==> config.mk <==
export PLATFORM = sky130hd
export DESIGN_NAME = mdu_sequencer_flat
export DESIGN_NICKNAME = d
export VERILOG_FILES = /design/src/rtl/riscv_pkg.sv /design/src/rtl/mdu_sequencer_if.sv /design/src/rtl/mdu_addsub.sv /design/src/rtl/mdu_sequencer.sv /design/src/flat_wrapper.sv
export SDC_FILE = /design/constraint.sdc
export NUM_CORES = 1
export LEC_CHECK = 0
export BUFFER_PORTS_ARGS = -buffer_cell sky130_fd_sc_hd__buf_2
export CAP_MARGIN = 20
export CELL_PAD_IN_SITES_DETAIL_PLACEMENT = 0
export CELL_PAD_IN_SITES_GLOBAL_PLACEMENT = 1
export CORE_ASPECT_RATIO = 0.5
export CORE_MARGIN = 5
export CORE_UTILIZATION = 25
export CTS_BUF_LIST = sky130_fd_sc_hd__clkbuf_4
export DETAILED_ROUTE_END_ITERATION = 8
export HOLD_SLACK_MARGIN = 0.02
export PLACE_DENSITY_LB_ADDON = 0.1
export SLEW_MARGIN = 30
export SYNTH_ARGS = -nofsm -noshare
export SYNTH_HDL_FRONTEND = slang
export SYNTH_SLANG_ARGS = --single-unit
==> constraint.sdc <==
create_clock -name clk -period 5.9 [get_ports clk]
set_input_delay 0.59 -clock clk [delete_from_list [all_inputs] [get_ports clk]]
set_output_delay 0.59 -clock clk [all_outputs]
set_load 0.1 [all_outputs]
==> src/rtl/riscv_pkg.sv <==
// Shared RV32 definitions for the EX-stage multiply/divide sequencer:
// M-extension encodings, sequencer FSM states and operand-sign helpers.
package riscv_pkg;

   localparam int XLEN = 32;
   localparam logic [6:0] FUNCT7_M = 7'b0000001;

   typedef enum logic [2:0] {
      F3_MUL    = 3'b000,
      F3_MULH   = 3'b001,
      F3_MULHSU = 3'b010,
      F3_MULHU  = 3'b011,
      F3_DIV    = 3'b100,
      F3_DIVU   = 3'b101,
      F3_REM    = 3'b110,
      F3_REMU   = 3'b111
   } m_funct3_e;

   typedef enum logic [2:0] {
      S_IDLE = 3'd0,
      S_PREP = 3'd1,
      S_CALC = 3'd2,
      S_FIX  = 3'd3,
      S_DONE = 3'd4
   } mdu_state_e;

   // MUL is treated as unsigned: its low word does not depend on operand signs.
   function automatic logic op_signed_a(input logic [2:0] f3);
      return (f3 == F3_MULH) || (f3 == F3_MULHSU) || (f3 == F3_DIV) || (f3 == F3_REM);
   endfunction

   function automatic logic op_signed_b(input logic [2:0] f3);
      return (f3 == F3_MULH) || (f3 == F3_DIV) || (f3 == F3_REM);
   endfunction

endpackage

==> src/rtl/mdu_sequencer_if.sv <==
// Issue/result bundle between the EX-stage decode (master) and the sequencer (slave).
interface mdu_sequencer_if #(parameter int XLEN = riscv_pkg::XLEN);

   logic            start;
   logic [2:0]      funct3;
   logic [XLEN-1:0] op_a;
   logic [XLEN-1:0] op_b;
   logic            flush;
   logic            stall;
   logic            busy;
   logic            done;
   logic [XLEN-1:0] result;

   modport master (
      output start, funct3, op_a, op_b, flush,
      input  stall, busy, done, result
   );

   modport slave (
      input  start, funct3, op_a, op_b, flush,
      output stall, busy, done, result
   );

endinterface

==> src/rtl/mdu_addsub.sv <==
// Shared adder/subtractor; o_cout=1 on subtraction means no borrow (i_a >= i_b).
module mdu_addsub #(
   parameter int W = 33
) (
   input  logic [W-1:0] i_a,
   input  logic [W-1:0] i_b,
   input  logic         i_sub,
   output logic [W-1:0] o_sum,
   output logic         o_cout
);

   logic [W-1:0] w_b;

   assign w_b = i_sub ? ~i_b : i_b;
   assign {o_cout, o_sum} = {1'b0, i_a} + {1'b0, w_b} + {{W{1'b0}}, i_sub};

endmodule

==> src/rtl/mdu_sequencer.sv <==
// Iterative RV32M sequencer: bit-serial shift-add multiply and restoring divide,
// both driven through one shared adder, stalling the pipeline until the result lands.
module mdu_sequencer
   import riscv_pkg::*;
#(
   parameter int XLEN = riscv_pkg::XLEN
) (
   input logic           clk,
   input logic           rst_n,
   mdu_sequencer_if.slave bus
);

   localparam int CW = $clog2(XLEN);
   localparam int AW = XLEN + 1;

   mdu_state_e      r_state;
   m_funct3_e       r_f3;
   logic [CW-1:0]   r_cnt;
   logic [XLEN-1:0] r_a;
   logic [XLEN-1:0] r_b;
   logic [XLEN-1:0] r_m;
   logic [2*XLEN-1:0] r_acc;
   logic            r_sa;
   logic            r_sb;
   logic            r_busy;
   logic            r_done;
   logic [XLEN-1:0] r_result;

   logic            w_is_div;
   logic [XLEN-1:0] w_mag_a;
   logic [XLEN-1:0] w_mag_b;
   logic [AW-1:0]   w_add_a;
   logic [AW-1:0]   w_add_b;
   logic            w_add_sub;
   logic [AW-1:0]   w_sum;
   logic            w_cout;
   logic [XLEN-1:0] w_fix;

   assign w_is_div = r_f3[2];
   assign w_mag_a  = r_sa ? -r_a : r_a;
   assign w_mag_b  = r_sb ? -r_b : r_b;

   mdu_addsub #(.W(AW)) u_addsub (
      .i_a    (w_add_a),
      .i_b    (w_add_b),
      .i_sub  (w_add_sub),
      .o_sum  (w_sum),
      .o_cout (w_cout)
   );

   // Adder operand steering. In FIX the high product word is negated as
   // ~hi + (lo == 0), which is the upper half of the full 2*XLEN negation.
   always_comb begin
      w_add_a   = {AW{1'b0}};
      w_add_b   = {AW{1'b0}};
      w_add_sub = 1'b0;
      if (r_state == S_FIX) begin
         if (!w_is_div) begin
            w_add_a = {1'b0, ~r_acc[2*XLEN-1:XLEN]};
            w_add_b = {{XLEN{1'b0}}, (r_acc[XLEN-1:0] == {XLEN{1'b0}})};
         end else if (r_f3[1]) begin
            w_add_b   = {1'b0, r_acc[2*XLEN-1:XLEN]};
            w_add_sub = 1'b1;
         end else begin
            w_add_b   = {1'b0, r_acc[XLEN-1:0]};
            w_add_sub = 1'b1;
         end
      end else if (w_is_div) begin
         w_add_a   = r_acc[2*XLEN-1:XLEN-1];
         w_add_b   = {1'b0, r_m};
         w_add_sub = 1'b1;
      end else begin
         w_add_a = {1'b0, r_acc[2*XLEN-1:XLEN]};
         w_add_b = {1'b0, r_m};
      end
   end

   // Sign fix-up and word select for the final result.
   always_comb begin
      w_fix = r_acc[XLEN-1:0];
      case (r_f3)
         F3_MUL:                       w_fix = r_acc[XLEN-1:0];
         F3_MULH, F3_MULHSU, F3_MULHU: w_fix = (r_sa ^ r_sb) ? w_sum[XLEN-1:0] : r_acc[2*XLEN-1:XLEN];
         F3_DIV, F3_DIVU:              w_fix = (r_sa ^ r_sb) ? w_sum[XLEN-1:0] : r_acc[XLEN-1:0];
         F3_REM, F3_REMU:              w_fix = r_sa ? w_sum[XLEN-1:0] : r_acc[2*XLEN-1:XLEN];
         default:                      w_fix = r_acc[XLEN-1:0];
      endcase
   end

   // Sequencer FSM with its datapath and registered status outputs.
   always_ff @(posedge clk or negedge rst_n) begin
      if (!rst_n) begin
         r_state  <= S_IDLE;
         r_f3     <= F3_MUL;
         r_cnt    <= {CW{1'b0}};
         r_a      <= {XLEN{1'b0}};
         r_b      <= {XLEN{1'b0}};
         r_m      <= {XLEN{1'b0}};
         r_acc    <= {(2*XLEN){1'b0}};
         r_sa     <= 1'b0;
         r_sb     <= 1'b0;
         r_busy   <= 1'b0;
         r_done   <= 1'b0;
         r_result <= {XLEN{1'b0}};
      end else if ((r_state != S_IDLE) && bus.flush) begin
         r_state <= S_IDLE;
         r_busy  <= 1'b0;
         r_done  <= 1'b0;
      end else begin
         case (r_state)
            S_IDLE: begin
               if (bus.start && !bus.flush) begin
                  r_f3    <= m_funct3_e'(bus.funct3);
                  r_a     <= bus.op_a;
                  r_b     <= bus.op_b;
                  r_sa    <= op_signed_a(bus.funct3) & bus.op_a[XLEN-1];
                  r_sb    <= op_signed_b(bus.funct3) & bus.op_b[XLEN-1];
                  r_state <= S_PREP;
                  r_busy  <= 1'b1;
               end else begin
                  r_state <= S_IDLE;
               end
            end
            S_PREP: begin
               r_cnt <= CW'(XLEN - 1);
               if (w_is_div && (r_b == {XLEN{1'b0}})) begin
                  r_result <= r_f3[1] ? r_a : {XLEN{1'b1}};
                  r_done   <= 1'b1;
                  r_state  <= S_DONE;
               end else if (w_is_div) begin
                  r_acc   <= {{XLEN{1'b0}}, w_mag_a};
                  r_m     <= w_mag_b;
                  r_state <= S_CALC;
               end else begin
                  r_acc   <= {{XLEN{1'b0}}, w_mag_b};
                  r_m     <= w_mag_a;
                  r_state <= S_CALC;
               end
            end
            S_CALC: begin
               if (w_is_div) begin
                  if (w_cout) begin
                     r_acc <= {w_sum[XLEN-1:0], r_acc[XLEN-2:0], 1'b1};
                  end else begin
                     r_acc <= {r_acc[2*XLEN-2:0], 1'b0};
                  end
               end else if (r_acc[0]) begin
                  r_acc <= {w_sum, r_acc[XLEN-1:1]};
               end else begin
                  r_acc <= {1'b0, r_acc[2*XLEN-1:1]};
               end
               if (r_cnt == {CW{1'b0}}) begin
                  r_state <= S_FIX;
               end else begin
                  r_cnt <= r_cnt - CW'(1);
               end
            end
            S_FIX: begin
               r_result <= w_fix;
               r_done   <= 1'b1;
               r_state  <= S_DONE;
            end
            S_DONE: begin
               r_done  <= 1'b0;
               r_busy  <= 1'b0;
               r_state <= S_IDLE;
            end
            default: begin
               r_done  <= 1'b0;
               r_busy  <= 1'b0;
               r_state <= S_IDLE;
            end
         endcase
      end
   end

   // stall drops in DONE so the following stage captures the result on leaving it.
   assign bus.stall  = ((r_state == S_IDLE) & bus.start & ~bus.flush) |
                       (r_state == S_PREP) | (r_state == S_CALC) | (r_state == S_FIX);
   assign bus.busy   = r_busy;
   assign bus.done   = r_done;
   assign bus.result = r_result;

endmodule

==> src/flat_wrapper.sv <==
// flat-port wrapper written by rule: the top's interface ports become plain ports
module mdu_sequencer_flat import riscv_pkg::*;
#(
   parameter int XLEN = riscv_pkg::XLEN
)
  (clk, rst_n, bus_start, bus_funct3, bus_op_a, bus_op_b, bus_flush, bus_stall, bus_busy, bus_done, bus_result);
  mdu_sequencer_if #(.XLEN(XLEN)) bus_i ();
  input logic clk;
  input logic rst_n;
  input wire logic [$bits(bus_i.start)-1:0] bus_start;
  input wire logic [$bits(bus_i.funct3)-1:0] bus_funct3;
  input wire logic [$bits(bus_i.op_a)-1:0] bus_op_a;
  input wire logic [$bits(bus_i.op_b)-1:0] bus_op_b;
  input wire logic [$bits(bus_i.flush)-1:0] bus_flush;
  output wire logic [$bits(bus_i.stall)-1:0] bus_stall;
  output wire logic [$bits(bus_i.busy)-1:0] bus_busy;
  output wire logic [$bits(bus_i.done)-1:0] bus_done;
  output wire logic [$bits(bus_i.result)-1:0] bus_result;
  assign bus_i.start = bus_start;
  assign bus_i.funct3 = bus_funct3;
  assign bus_i.op_a = bus_op_a;
  assign bus_i.op_b = bus_op_b;
  assign bus_i.flush = bus_flush;
  assign bus_stall = bus_i.stall;
  assign bus_busy = bus_i.busy;
  assign bus_done = bus_i.done;
  assign bus_result = bus_i.result;
  mdu_sequencer #(.XLEN(XLEN)) u_core (.clk(clk), .rst_n(rst_n), .bus(bus_i));
endmodule
# Word level (Yosys, flattened, before mapping)

Index checks and enable logic that the tools add are counted.
Widths: inputs -> output; s select.

Eq/ne operators: 22
Bitwise operators: 13
Reduce and logical (&&, ||, !) cells: 29
Add/subtract/negate cells: 5
Mux-type cells: 37

Operator list:

| kind               | number |
|---|---|
| $mux 32            | 11 |
| $mux 64            | 4 |
| $mux 33            | 5 |
| $pmux 32 s4        | 1 |
| $pmux 64 s2        | 1 |
| $logic_not 32->1   | 2 |
| $neg 32->32        | 2 |
| $pmux 32 s2        | 1 |
| $add 33x33->34     | 1 |
| $add 34x1->34      | 1 |
| $not 33->33        | 1 |
| $not 32->32        | 1 |
| $eq 3x3->1 const B | 6 |
| $eq 3x2->1 const B | 5 |
| $reduce_and 3->1   | 5 |
| $pmux 3 s4         | 1 |
| $pmux 5 s2         | 1 |
| $eq 3x1->1 const B | 3 |
| $mux 3             | 3 |
| $ne 3x1->1 const B | 3 |
| $logic_not 3->1    | 2 |
| $mux 1             | 6 |
| $ne 2x1->1 const B | 3 |
| $reduce_or 2->1    | 3 |
| other kinds (17)   | 34 |

Input port bits: 71
Register bits after elaboration: 207
Word-level logic and storage cells: 118

# Depth between registers and ports, before layout

Word-level depth: 10
Depth in mapped cells: 20
Depth with buffers taken out: 15

# Modules after synthesis

Synthesis repeated with hierarchy kept, for this count alone.

Cell total of the unflattened synthesis: 1987
Area total of the unflattened synthesis: 16888.7 µm²

Modules (own cells, without submodules):

| module        | sequential area each (µm²) | instances | cells each | area an instance (µm²) |
|---|---|---|---|---|
| mdu_sequencer | 5180.0                     | 1         | 1721       | 14868.0 |
| mdu_addsub    | 0.0                        | 1         | 266        | 2020.7 |

# Worst setup path before layout

OpenSTA, ideal clock, no wires.

Kind: reg-to-reg
Start point: register u_core.r_f3[1]
End point: register u_core.r_acc[34]
Stages on the path, launching flop included: 20
Library setup time: 143 ps
Required time: 5757 ps
Data arrival time: 4524 ps
Period minus slack after synthesis: 4667 ps
Path buffers: 7
Slack: 1233 ps
Cells stage by stage: dfrtp_1 clkbuf_1 clkbuf_1 clkbuf_1 buf_1 mux2i_1 o211ai_1 o21ai_0 ha_1 and3_1 clkbuf_1 nand2_1 nor4_1 or4_1 o21ai_0 o31ai_1 buf_2 buf_2 mux2i_1 o221ai_1

Longest elaborated chain between the ends: 10
Elaborated cells between the ends (all ways): 11
Those cells by class: add/sub: 2; mux: 8; bitwise: 1

Ends and longest elaborated chain:

| element                           | line                                       | source |
|---|---|---|
| from (decl)                       | mdu_sequencer.sv:17                        | `m_funct3_e r_f3;` |
| from (signal assigned)            | mdu_sequencer.sv:113                       | `r_f3 <= m_funct3_e'(bus.funct3);` |
| $mux 32 (*)                       | mdu_sequencer.sv:61                        | `end else if (r_f3[1]) begin` |
| $mux 33 (*)                       | mdu_sequencer.sv:58                        | `if (!w_is_div) begin` |
| $mux 33 (*)                       | mdu_sequencer.sv:57                        | `if (r_state == S_FIX) begin` |
| $not 33->33                       | mdu_addsub.sv:14                           | `assign w_b = i_sub ? ~i_b : i_b;` |
| $mux 33 (*)                       | mdu_addsub.sv:14                           |  |
| $add 33x33->34 (*)                | mdu_addsub.sv:15                           | `assign {o_cout, o_sum} = {1'b0, i_a} + {1'b0, w_b} + {{W{1'b0}}, i_sub};` |
| $add 34x1->34 (*)                 | mdu_addsub.sv:15                           |  |
| $mux 64, on equally long branches | mdu_sequencer.sv:147, mdu_sequencer.sv:142 |  |
| $mux 64 (*)                       | mdu_sequencer.sv:141                       | `if (w_is_div) begin` |
| $pmux 64 s2 (*)                   | mdu_sequencer.sv:110                       | `case (r_state)` |
| to (signal assigned)              | mdu_sequencer.sv:143                       | `r_acc <= {w_sum[XLEN-1:0], r_acc[XLEN-2:0], 1'b1};` |
| to (signal assigned)              | mdu_sequencer.sv:148                       | `r_acc <= {w_sum, r_acc[XLEN-1:1]};` |
| to (signal assigned)              | mdu_sequencer.sv:150                       | `r_acc <= {1'b0, r_acc[2*XLEN-1:1]};` |
| to (decl)                         | mdu_sequencer.sv:22                        | `logic [2*XLEN-1:0] r_acc;` |

Every way passes the cells marked *; elsewhere a longest branch is shown, timed or not.
A chain may end at the register's enable or synchronous reset.

# Worst setup path in the final report

Start point: register u_core.r_state[0]
End point: register u_core.r_acc[44]

Longest elaborated chain between the ends: 9
Elaborated cells between the ends (all ways): 19
Those cells by class: add/sub: 2; eq/ne: 4; mux: 7; bitwise: 2; reduce/logical: 4

Ends and longest elaborated chain:

| element                           | line                                       | source |
|---|---|---|
| from (decl)                       | mdu_sequencer.sv:16                        | `mdu_state_e r_state;` |
| from (signal assigned)            | mdu_sequencer.sv:93                        | `r_state <= S_IDLE;` |
| from (signal assigned)            | mdu_sequencer.sv:106                       | `r_state <= S_IDLE;` |
| from (signal assigned)            | mdu_sequencer.sv:118                       | `r_state <= S_PREP;` |
| $eq 3x2->1                        | mdu_sequencer.sv:57                        |  |
| $mux 33                           | mdu_sequencer.sv:57                        |  |
| $not 33->33                       | mdu_addsub.sv:14                           |  |
| $mux 33                           | mdu_addsub.sv:14                           |  |
| $add 33x33->34                    | mdu_addsub.sv:15                           |  |
| $add 34x1->34                     | mdu_addsub.sv:15                           |  |
| $mux 64, on equally long branches | mdu_sequencer.sv:147, mdu_sequencer.sv:142 |  |
| $mux 64                           | mdu_sequencer.sv:141                       |  |
| $pmux 64 s2                       | mdu_sequencer.sv:110                       |  |

Parallel ways exist; a longest one is shown, timed or not.

==> reports/qor.csv <==
stage,metric,value,unit
logic_synthesis,ys_ff_latch,207,
grt,grt_pass1_vias,15100,
timing,slew_viol_final,0,
grt,grt_max_degree,114,
place,hpwl,54.2,mm
timing,rsz0062_at_grt,false,
setup_path,crit_fanout,44,
logic_synthesis,yosysMostFrequentCell,o21ai_0,
timing,finalSetupViolCount,0,
floorplanning,die_h,190,um
timing,clock-skew-final,0.0355,ns
final_layout,synthToLayoutAreaGrowth,17.6,%
timing,setup_slack,0.706,ns
logic_synthesis,synth_common_cells,"220 x o21ai_0, 218 x nand2_1, 207 x dfrtp_1",
power_and_ir_drop,vdd_drop_max,0.338,mV
clocking,clk_pin_slew,0.07,ns
run_status,status,"finished, final reports clean",
grt,antenna_found_initial,5,
place,place_worst_setup_slack,0.792,ns
routing,drc_errors,0,
logic_synthesis,seq_area_frac_synth,0.319,
routing,routed_wl,73.3,mm
logic_synthesis,synth_cell_type_count,82,
timing,period_needed,5.19,ns
final_layout,final_cell_area,19100,um2
routing,vias,15900,
floorplanning,std_cell_rows,66,
logic_synthesis,netlist_instances,1965,
clocking,post_cts_resized,0,
logic_synthesis,synthAdderAreaFrac,0.0289,
floorplanning,dieWidth,371,um
logic_synthesis,synth-compound-area-share,0.260,
logic_synthesis,syn_area_per_cell,8.27,um2
routing,drtAntennaViolNets,0,
logic_synthesis,synth-edff-count,0,
place,place_area,17700,um2
clocking,htreeDepth,2,
setup_path,endpoint_kind,register,
setup_path,start_kind,register,
floorplanning,initial_core_util,0.251,
final_layout,nets,2187,
final_layout,drive_gt1_frac,0.168,
logic_synthesis,syn_nets,2073,
logic_synthesis,netlist_area,16300,um2
routing,wire_per_inst,24.4,um
place,port_buffers,105,
clocking,numCtsBuffers,60,
clocking,clk_latency,0.84,ns
floorplanning,fp.dieArea,70500,um2
power_and_ir_drop,leakagePower,7.73,nW
power_and_ir_drop,p_per_area,519,nW/um2
timing,hold_viol,0,
logic_synthesis,synth_top_area_share,0.319,
timing,min_period_over_period,0.880,
routing,vias_per_cell,5.29,
timing,setup-tns-final,0,ns
setup_path,crit_type,register to register,
timing,tightest_slew,0.995,ns
grt,grt_pass1_wl,108,mm
setup_path,crit_required,6.61,ns
logic_synthesis,async_reset_ff_frac,1.00,
logic_synthesis,synth_flop_cell,dfrtp_1,
worst_hold_path,holdCritPathClass,input port to register,
grt,track_usage,0.204,
logic_synthesis,synth_top_area_cell,dfrtp_1,
grt,globalRouteOverflowTotal,0,
floorplanning,boundaryPins,106,
clocking,cts_sinks,207,
routing,dr.pass1.iters,5,
logic_synthesis,synthSimpleGateAreaFrac,0.151,
run,drv_cap,0,
logic_synthesis,yosys-top-cells-area,"dfrtp_1 32%, mux2i_1 7.1%, o21ai_0 6.8%, mux2_2 5.3%, a21oi_1 5.2%",
clocking,postCtsSetupBuffers,0,
floorplanning,core,64700,um2
clocking,cts_tree,yes,
place,place_congestion,0.842,
logic_synthesis,yosysWarnings,0,
routing,drt-initial-drc-count,1494,
timing,max_slew_margin,0.330,
logic_synthesis,synth-xor-area-share,0.0647,
logic_synthesis,synth_top_family_by_area,compound AO/OA/AOI/OAI gates,
clocking,clockBufferDepth,3,
setup_path,arrival,5.90,ns
timing,fmax,193,MHz
clocking,clockRootBuffer,clkbuf_4,
logic_synthesis,synth.mux.area_fraction,0.126,
cell usage in the layout (no fill, tap or decap), drive strengths merged, types with 8 or more instances in the layout:
cell type,instances
a221oi,17
xnor2,51
a22oi,14
a31oi,12
and3,11
dlygate4sd3,69
nor3,28
o21ai,222
a221o,31
nor4,17
mux2,77
or2,8
o31ai,25
o221ai,26
o22ai,10
ha,36
nor2,138
clkinv,18
or4,10
nand2b,11
a21oi,170
xor2,69
o211ai,47
nand2,218
or3,15
nand3,43
a21o,14
a211oi,12
dfrtp,207
inv,33
mux2i,116
o41ai,12
clkbuf,82
buf,156
worst paths after layout:
path | depth (start not counted) | slack (ns) | endpoint | start
worst max-delay path | 17 | 0.71 | u_core.r_acc[44] | u_core.r_state[0]
worst min-delay path | 3 | 0.15 | u_core.r_f3[1] | bus_funct3[1]
worst max register to register | 17 | 0.71 | u_core.r_acc[44] | u_core.r_state[0]
worst min register to register | 1 | 0.47 | u_core.bus.result[2] | u_core.bus.result[2]
max in group asynchronous | 4 | 4.30 | u_core.r_acc[0] | rst_n
min in group asynchronous | 2 | 0.24 | u_core.r_cnt[0] | rst_n
cell families after synthesis:
family	count (synthesis)
DFF	207
buffers and inverters	207
muxes	194
and+or+nand+nor	535
adders and majority gates	37
AOI/OAI and AO/OA	665
xor gates and xnor gates	120
cell type report:
cell class	count	area (um2)
diodes	1	2.50
clock inverters	18	80.1
flip-flops and latches	207	5190
repair buffers	225	1710
well taps	884	1110
multi-input cells	1551	10300
fillers	7020	45500
clock buffers	82	616
inverters	34	128
per-layer routing:
layer  part of all wire  track usage  up-vias
met5                  0            0        -
met4              0.022       0.0515        0
met3              0.071       0.0429       86
met2               0.36        0.254      509
met1               0.55        0.340     7778
li1                   -            -     7507
what timing repair did:
item / CTS / global route
endpoints found under the hold margin: 181 / 0
hold buffers: 69 / 0
endpoints found under the setup margin: 0 / 0
per-stage QoR:
stage	total power [mW]	utilization	instances	hold WS, ns
3_3_place_gp	8.48	0.274	2831	0.452
4_1_cts	9.88	0.295	3000	0.0400
6_report	9.91	0.296	3002	0.146
2_1_floorplan	6.34	-	1965	0.294
5_1_grt	10.6	0.296	3002	0.0748
3_5_place_dp	8.42	0.274	2831	0.462
worst max-delay path, cell delays in order (launching register included):
cell and delay [ns]:
dfrtp_1 0.56, nand3b_1 0.22, buf_12 0.22, buf_12 0.26, nand2_1 0.10, o211ai_1 0.09, o21ai_0 0.15, ha_1 0.45
and3_1 0.35, nand2_1 0.15, nor4_1 0.41, or4_1 0.17, o21ai_0 0.18, o31ai_4 0.75, buf_4 0.41, mux2i_1 0.22
nand2_1 0.07, a32o_1 0.26
flip-flops by register name, indices dropped and copies added, names as in the netlist:
register,count
u_core.bus.busy,1
u_core.bus.done,1
u_core.bus.result,32
u_core.r_a,32
u_core.r_acc,64
u_core.r_b,32
u_core.r_cnt,5
u_core.r_f3,3
u_core.r_m,32
u_core.r_sa,1
u_core.r_sb,1
u_core.r_state,3
power by group:
group          switching [mW]  total (mW)  internal [mW]
Clock                   0.710        1.35          0.636
Sequential              0.984        2.88           1.90
Combinational            3.81        5.69           1.88
(Power assumes the default switching activity.)
